===== config.mk =====
export PLATFORM = sky130hd
export DESIGN_NAME = muldiv_unit
export DESIGN_NICKNAME = d
export VERILOG_FILES = /design/src/rtl/muldiv_unit.sv
export SDC_FILE = /design/constraint.sdc
export NUM_CORES = 1
export LEC_CHECK = 0
export CAP_MARGIN = 0
export CORE_UTILIZATION = 45
export CTS_CLUSTER_SIZE = 30
export DETAILED_ROUTE_END_ITERATION = 12
export PLACE_DENSITY = 0.72
export SYNTH_ARGS = -nofsm -noshare
export SYNTH_HDL_FRONTEND = slang
export SYNTH_SLANG_ARGS = --single-unit

===== constraint.sdc =====
create_clock -name clk -period 6.8 [get_ports clk]
set_input_delay 1.7 -clock clk [delete_from_list [all_inputs] [get_ports clk]]
set_output_delay 1.7 -clock clk [all_outputs]
set_load 0.02 [all_outputs]

===== src/rtl/muldiv_unit.sv =====
// muldiv_unit: iterative RV32M multiply/divide, one bit per cycle on a shared 64-bit shift register.
// Optional MULDIV_EARLY_OUT_EN: x/0, DIV overflow and multiply-by-zero finish one cycle after start.
module muldiv_unit #(
    parameter int WIDTH = 32
) (
    input  logic             clk,
    input  logic             rst,
    input  logic             start,
    input  logic [2:0]       funct3,
    input  logic [WIDTH-1:0] in1,
    input  logic [WIDTH-1:0] in2,
    input  logic             flush,
    output logic             busy,
    output logic             done,
    output logic [WIDTH-1:0] result,
    output logic [1:0]       dbg_state
);

    typedef enum logic [1:0] {
        S_IDLE = 2'd0,
        S_CALC = 2'd1,
        S_FIX  = 2'd2,
        S_DONE = 2'd3
    } state_t;

    state_t           r_state;
    logic [4:0]       r_cnt;
    logic [2:0]       r_f3;
    logic             r_neg;
    logic             r_dz;
    logic [31:0]      r_op;
    logic [63:0]      r_acc;
    logic             r_busy;
    logic             r_done;
    logic [31:0]      r_result;

    logic             w_is_div, w_sgn1, w_sgn2, w_neg1, w_neg2, w_neg_res, w_dz;
    logic [31:0]      w_mag1, w_mag2;
    logic [32:0]      w_sum;
    logic             w_ge;
    logic [31:0]      w_sub;
    logic [63:0]      w_step, w_prod_fix;
    logic [31:0]      w_quo_fix, w_rem_fix, w_fix_res;
    logic             w_early;
    logic [31:0]      w_early_res;

    assign w_is_div  = funct3[2];
    assign w_sgn1    = (funct3 != 3'd3) && (funct3 != 3'd5) && (funct3 != 3'd7);
    assign w_sgn2    = w_sgn1 && (funct3 != 3'd2);
    assign w_neg1    = w_sgn1 && in1[31];
    assign w_neg2    = w_sgn2 && in2[31];
    assign w_mag1    = w_neg1 ? -in1 : in1;
    assign w_mag2    = w_neg2 ? -in2 : in2;
    // Remainder takes the dividend's sign; everything else is the XOR of operand signs.
    assign w_neg_res = (w_is_div && funct3[1]) ? w_neg1 : (w_neg1 ^ w_neg2);
    assign w_dz      = w_is_div && (in2 == '0);

`ifdef MULDIV_EARLY_OUT_EN
    logic w_ovf;
    assign w_ovf   = w_is_div && !funct3[0] && (in1 == 32'h8000_0000) && (in2 == '1);
    assign w_early = w_dz || w_ovf || (!w_is_div && ((in1 == '0) || (in2 == '0)));
    always_comb begin
        w_early_res = '0;
        if (w_dz)
            w_early_res = funct3[1] ? in1 : 32'hFFFF_FFFF;
        else if (w_ovf && !funct3[1])
            w_early_res = 32'h8000_0000;
    end
`else
    assign w_early     = 1'b0;
    assign w_early_res = '0;
`endif

    // Multiply: {hi,lo} with multiplier in lo; divide: {remainder, dividend/quotient}.
    assign w_sum = {1'b0, r_acc[63:32]} + (r_acc[0] ? {1'b0, r_op} : 33'd0);
    assign w_ge  = {1'b0, r_acc[63:31]} >= {2'b00, r_op};
    assign w_sub = r_acc[62:31] - r_op;

    always_comb begin
        w_step = {w_sum, r_acc[31:1]};
        if (r_f3[2])
            w_step = w_ge ? {w_sub, r_acc[30:0], 1'b1} : {r_acc[62:0], 1'b0};
    end

    assign w_prod_fix = r_neg ? -r_acc : r_acc;
    assign w_quo_fix  = r_dz ? 32'hFFFF_FFFF : (r_neg ? -r_acc[31:0] : r_acc[31:0]);
    assign w_rem_fix  = r_neg ? -r_acc[63:32] : r_acc[63:32];

    always_comb begin
        w_fix_res = w_rem_fix;
        case (r_f3)
            3'd0:             w_fix_res = w_prod_fix[31:0];
            3'd1, 3'd2, 3'd3: w_fix_res = w_prod_fix[63:32];
            3'd4, 3'd5:       w_fix_res = w_quo_fix;
            default:          w_fix_res = w_rem_fix;
        endcase
    end

    always_ff @(posedge clk or negedge rst) begin
        if (!rst) begin
            r_state  <= S_IDLE;
            r_cnt    <= '0;
            r_f3     <= '0;
            r_neg    <= 1'b0;
            r_dz     <= 1'b0;
            r_op     <= '0;
            r_acc    <= '0;
            r_busy   <= 1'b0;
            r_done   <= 1'b0;
            r_result <= '0;
        end else if (flush) begin
            r_state <= S_IDLE;
            r_busy  <= 1'b0;
            r_done  <= 1'b0;
        end else begin
            case (r_state)
                S_IDLE, S_DONE: begin
                    r_done <= 1'b0;
                    if (start) begin
                        r_f3  <= funct3;
                        r_neg <= w_neg_res;
                        r_dz  <= w_dz;
                        r_cnt <= '0;
                        if (w_early) begin
                            r_state  <= S_DONE;
                            r_done   <= 1'b1;
                            r_result <= w_early_res;
                        end else begin
                            r_state <= S_CALC;
                            r_busy  <= 1'b1;
                            r_op    <= w_is_div ? w_mag2 : w_mag1;
                            r_acc   <= {32'd0, (w_is_div ? w_mag1 : w_mag2)};
                        end
                    end else begin
                        r_state <= S_IDLE;
                    end
                end
                S_CALC: begin
                    r_acc <= w_step;
                    r_cnt <= r_cnt + 5'd1;
                    if (r_cnt == 5'd31)
                        r_state <= S_FIX;
                end
                S_FIX: begin
                    r_result <= w_fix_res;
                    r_state  <= S_DONE;
                    r_busy   <= 1'b0;
                    r_done   <= 1'b1;
                end
                default: r_state <= S_IDLE;
            endcase
        end
    end

    assign busy      = r_busy;
    assign done      = r_done;
    assign result    = r_result;
    assign dbg_state = r_state;

endmodule


Word level (Yosys, flattened, before mapping)
Index checks and enable logic that the tools add are counted.

Bits in registers: 142. Input bits: 71. Output and inout port bits: 36. Logic and storage cells: 82.

Add/sub/neg operators: 8. Magnitude comparators: 1. Equality and inequality tests: 16. Muxes and demuxes: 26. Bitwise gates (word level): 2. Reductions and logical operators: 19.

Operators with widths (count): two-way mux 32 bit (8); two-way mux 64 bit (4); negation 32 bit (4); one-hot mux 64 bit (2 select lines) (1); one-hot mux 32 bit (3 select lines) (1); negation 64 bit (1); adder 32 x 32 -> 33 bit (1); greater-or-equal comparator 33 x 32 -> 1 bit (1); logical NOT 32 bit (1); subtractor 32 bit (1); inequality test 3 bit, second input constant (4); one-hot mux 5 bit (2 select lines) (1); logical AND 1 bit (7); == test 3 x 2 -> 1 bit, second input constant (2); == test 3 bit, second input constant (2); inequality test 3 x 2 -> 1 bit, second input constant (2); one-hot mux 2 bit (3 select lines) (1); AND reduction 3 bit (2); adder 5 x 1 -> 5 bit, second input constant (1); == test 5 bit, second input constant (1); two-way mux 1 bit (5); two-way mux 5 bit (1); == test 2 bit, second input constant (2); two-way mux 2 bit (2); 13 further kinds (16).

Longest topological paths before layout
Depth in word-level cells: 9. Depth in mapped cells: 15. Mapped depth without buffers: 13.

Least setup slack after synthesis
No wires, ideal clock.

Kind: input port to flip-flop. Start point: input in2[0]. End point: register r_acc[20]. Setup time: 0.083 ns. Arrival time: 3.876 ns. Data required time: 6.717 ns. Path slack: 2.841 ns. Cell stages on the path: 11. Path buffers: 0. Path through: inv_1 > ha_1 > or4b_2 > nor3_1 > nand3_1 > o41ai_1 > xnor2_1 > nor2_1 > a211oi_1 > a21oi_1 > o21ai_0.

Cells in the longest elaborated chain, start to end: 5.

RTL lines: start, declared (RTL line 11) `input logic [WIDTH-1:0] in2,`; negation 32 bit (RTL line 53) `assign w_mag2 = w_neg2 ? -in2 : in2;`; two-way mux 32 bit (RTL line 53); two-way mux 32 bit (RTL line 132) `r_acc <= {32'd0, (w_is_div ? w_mag1 : w_mag2)};`; two-way mux 64 bit (RTL line 119) `if (start) begin`; one-hot mux 64 bit (2 select lines) (RTL line 116) `case (r_state)`; end signal, assigned (RTL line 132); end signal, assigned (RTL line 139) `r_acc <= w_step;`; end, declared (RTL line 32) `logic [63:0] r_acc;`.

No other way between the ends. The select of a mux whose other input is x is not followed. A chain may end at the register's enable or synchronous reset.

Final worst setup path
Start point: register r_acc[0]. End point: register r_acc[55].

Cells in the longest elaborated chain, start to end: 4.

RTL lines: two-way mux 32 bit (RTL line 75) `assign w_sum = {1'b0, r_acc[63:32]} + (r_acc[0] ? {1'b0, r_op} : 33'd0);`; adder 32 x 32 -> 33 bit (RTL line 75); two-way mux 64 bit (RTL line 81) `if (r_f3[2])`; one-hot mux 64 bit (2 select lines) (RTL line 116).

No other way between the ends.

==> results summary <==
The flow ran to the end, and the final reports show no timing, DRC or antenna violations. TritonCTS built the clock tree. By area the synthesized netlist is led by dfrtp_1 24%, o21ai_0 7.1%, xnor2_1 6.8%. On the final layout, the worst clock skew is 0.01577 ns. In this run, post-CTS hold repair placed 0 buffers. The kind of cell adding the most delay to the critical path is compound AO/OA/AOI/OAI gates. The synthesized design contains 142 register bits. The worst voltage drop across the vdd grid is 266.4 uV.

Walking the worst path, the cells encountered are inv_1 > nor2_1 > ha_1 > nor2b_1 > o31ai_1 > a211oi_1 > nand2b_1 > a21boi_0 > nor4b_1 > o31a_1 > o21ai_0 > a32o_1. The final period utilization is 69.63%. The peak per-stage delay on the critical path is 0.91 ns. Detailed routing inserted a total of 14,710 vias. The path depth of the worst reg2reg path came out at 12. The critical path is of the flip-flop to flip-flop type. The slack of the critical path came out at 2.065 ns.

The transition at the pin with the smallest max-transition slack is 1.213 ns. The gate count after technology mapping is 1,927. Total power for the finished layout comes to 8.515 mW. The number of port buffers is 106. The worst hold path passes through 2 cells. For hold timing, the worst endpoint is result[22]. The maximum number of buffers from clock root to sink came out at 2. Timing would allow up to 0.2112 GHz. The number of routed nets with antenna violations came out at 0. The cell with the largest stage delay on the worst path is inv_1. The kind of end point of the critical path is a flip-flop. CTS saw 142 sinks. The TritonCTS buffer count is 17. The via count of the first global-routing pass is 13,700. The number of inserted diodes is 0. For this run, asynchronously set or reset flops after synthesis account for 100.0%. The clock edge transition at the registers on the reported setup and hold paths came out at 0.07 ns. The worst setup path is launched from a flip-flop. The starting DRC count in detailed routing is 1,746. Counting both buffers and inverters, the worst setup path holds a total of 1.

The average via count per standard cell came out at 6.267. The standard-cell row count is 65. The final RePlAce weighted congestion came out at 0.9689. The residual overflow from global routing came out at 0. The post-place setup slack is 1.887 ns. Hold is met by 0.4773 ns.

The residual DRC count is 0. The quantity of gates resized following cts came out at 0. The worst register-to-register path ends at r_acc[55]. The cell type with the highest aggregate area in the netlist is dfrtp_1.

The worst hold path begins at result[22]. The clock insertion delay at the later pin of the skew report came out at 0.44 ns. The initial antenna violation count came out at 0. The reported max-cap violation count is 0.

At the worst endpoint, the arrival time is 5.05 ns. The slack of the worst reg-to-reg path is 2.06 ns. The startpoint of the most critical register-to-register path is r_acc[0].

Setup repair after global routing left no endpoint under its margin. The first global-routing pass estimated 78.58 mm of wire. The synthesized design contains 0 enable-type register cells. The layout cell share with drive strength beyond 1 came out at 6.067%.

The area growth from synthesis to layout is 12.01%. The mean post-synth cell area came out at 7.561 sq um. The number of top-level pins came out at 107. After clock tree synthesis, the setup repair step added 0 buffers. The proportion of synthesized chip area in sequential cells is 24.39%. The count of final hold-check violations is 0. The total iterations of the first detailed-routing run is 6. In this run the horizontal extent of the chip is 181.9 um. The die is 181.9 um tall. The post-route minimum period is 4.735 ns. The net count of the finished layout came out at 2,077. The number of warnings issued by yosys came out at 0. The cell area that synthesis handed to floorplanning was 14,570 sq um. Among all flip-flop cells after synthesis, the most frequent one is dfrtp_1. The standby leakage power is 6.855 nW. The power density over the cells came out at 521.8 nW/um^2. The net count after synthesis came out at 2,072.

For this configuration, the core starts out at a cell density of 45.94%. Wires add up to 50.13 mm. The die covers 33,100 sq um.

The number of H-tree levels came out at 4. The placeable core area is 31,720 sq um. Summed over all nets, the half-perimeter wirelength after detailed placement is 38.58 mm. The headroom to the max-slew limit came out at 19.04%. The area fraction of the dominant cell type after synthesis came out at 24.39%. The distinct cell type count after synthesis came out at 81.

The data required time of the worst path is 7.12 ns. The largest fanout on the critical path is 33. Clock tree synthesis selected as its root buffer the cell clkbuf_16.

The count of pins over their slew limit is 0. The setup TNS is 0 ns. The tightest min-delay check is of the flip-flop to flip-flop type. Entering global routing, the biggest net connects 99 pins. For this run, the total global-route usage over all layers was measured as 30.50%.

The final number of setup-violating endpoints came out at 0. The routed wirelength normalized by instance count came out at 21.36 um. For this run, the share of the core covered by cells in the final layout is 51.46%.
==> worst reg2reg max path, delay by kind of cell, from the launching register on <==
family	cells	cell delay (ns)
flops	1	0.47
compound gates	6	1.67
simple gates	4	1.14
fa+ha+maj	1	0.41
buf+inv	1	0.91
==> through the flow <==
step	cell area (sq um)	instances
final	16320	2347
after global routing	16320	2347
after CTS	16320	2347
after global placement	15720	2315
after floorplan	14570	1927
after detailed placement	15720	2315
==> flip-flops by register name, summed over array words and instances, names as in the netlist <==
register and flops:
r_op 32, r_neg 1, r_cnt 5, result 32
busy 1, r_f3 3, r_acc 64, dbg_state 2
done 1, r_dz 1
==> cell type report <==
type	instances	area [sq um]
repair buffers	122	1180
clock buffers	17	425.4
multi-input cells	1581	10230
fillers	3101	15400
well taps	402	503.0
clock inverters	15	171.4
inverters	68	255.2
flip-flops and latches	142	3556
==> worst max path at each step <==
stage / from / to / cells past startpoint
6_report: r_acc[0] / r_acc[55] / 12
5_1_grt: r_acc[0] / r_acc[55] / 12
2_1_floorplan: in2[0] / r_acc[20] / 11
4_1_cts: r_acc[0] / r_acc[55] / 12
3_5_place_dp: in2[0] / r_acc[20] / 12
3_3_place_gp: in2[0] / r_acc[20] / 12
==> routing by layer <==
metal	wire length (um)	part of all wire [%]	GRT usage, %	vias up
li1	-	-	-	6992
met1	21950	44	41.99	6909
met2	21710	43	46.82	710
met3	4431	8.8	5.836	97
met4	2042	4.1	12.37	0
met5	0	0	0	-
==> layout by cell type, fill, tap and decap left out, types with 26 or more instances in the layout <==
cell / count
o31ai_1: 34
nand2_1: 233
clkdlybuf4s50_1: 104
ha_1: 71
or3_1: 27
dfrtp_1: 140
a211oi_1: 39
nor3_1: 26
nand3_1: 29
nor2_1: 156
a21oi_1: 154
xnor2_1: 113
mux2i_1: 27
inv_1: 68
mux2_2: 40
xor2_1: 76
o21ai_0: 206
==> logic make-up (layout without fill, tap and decap cells) <==
family	Yosys count	after routing	share of synthesized area, %
compound gates	655	655	28.52
xor+xnor	189	189	11.36
fa+ha+maj	74	74	6.458
buf+inv	204	222	5.479
flops	142	142	24.39
mux	67	67	4.946
simple gates	596	596	18.85
==> cell usage after synthesis (29+ instances only) <==
cell type and count:
nand2_1 233, o21ai_0 207, nor2_1 156, a21oi_1 154
dfrtp_1 142, clkbuf_1 117, xnor2_1 113, xor2_1 76
ha_1 72, inv_1 68, mux2_2 40, a211oi_1 39
o31ai_1 34, nand3_1 29
==> report_power, final <==
part | leakage [nW] | internal [mW] | switching [mW]
logic | 4.76 | 2.22 | 3.49
registers | 1.80 | 1.20 | 0.641
clock network | 0.297 | 0.526 | 0.438
Power figures use the tool's default switching activity.
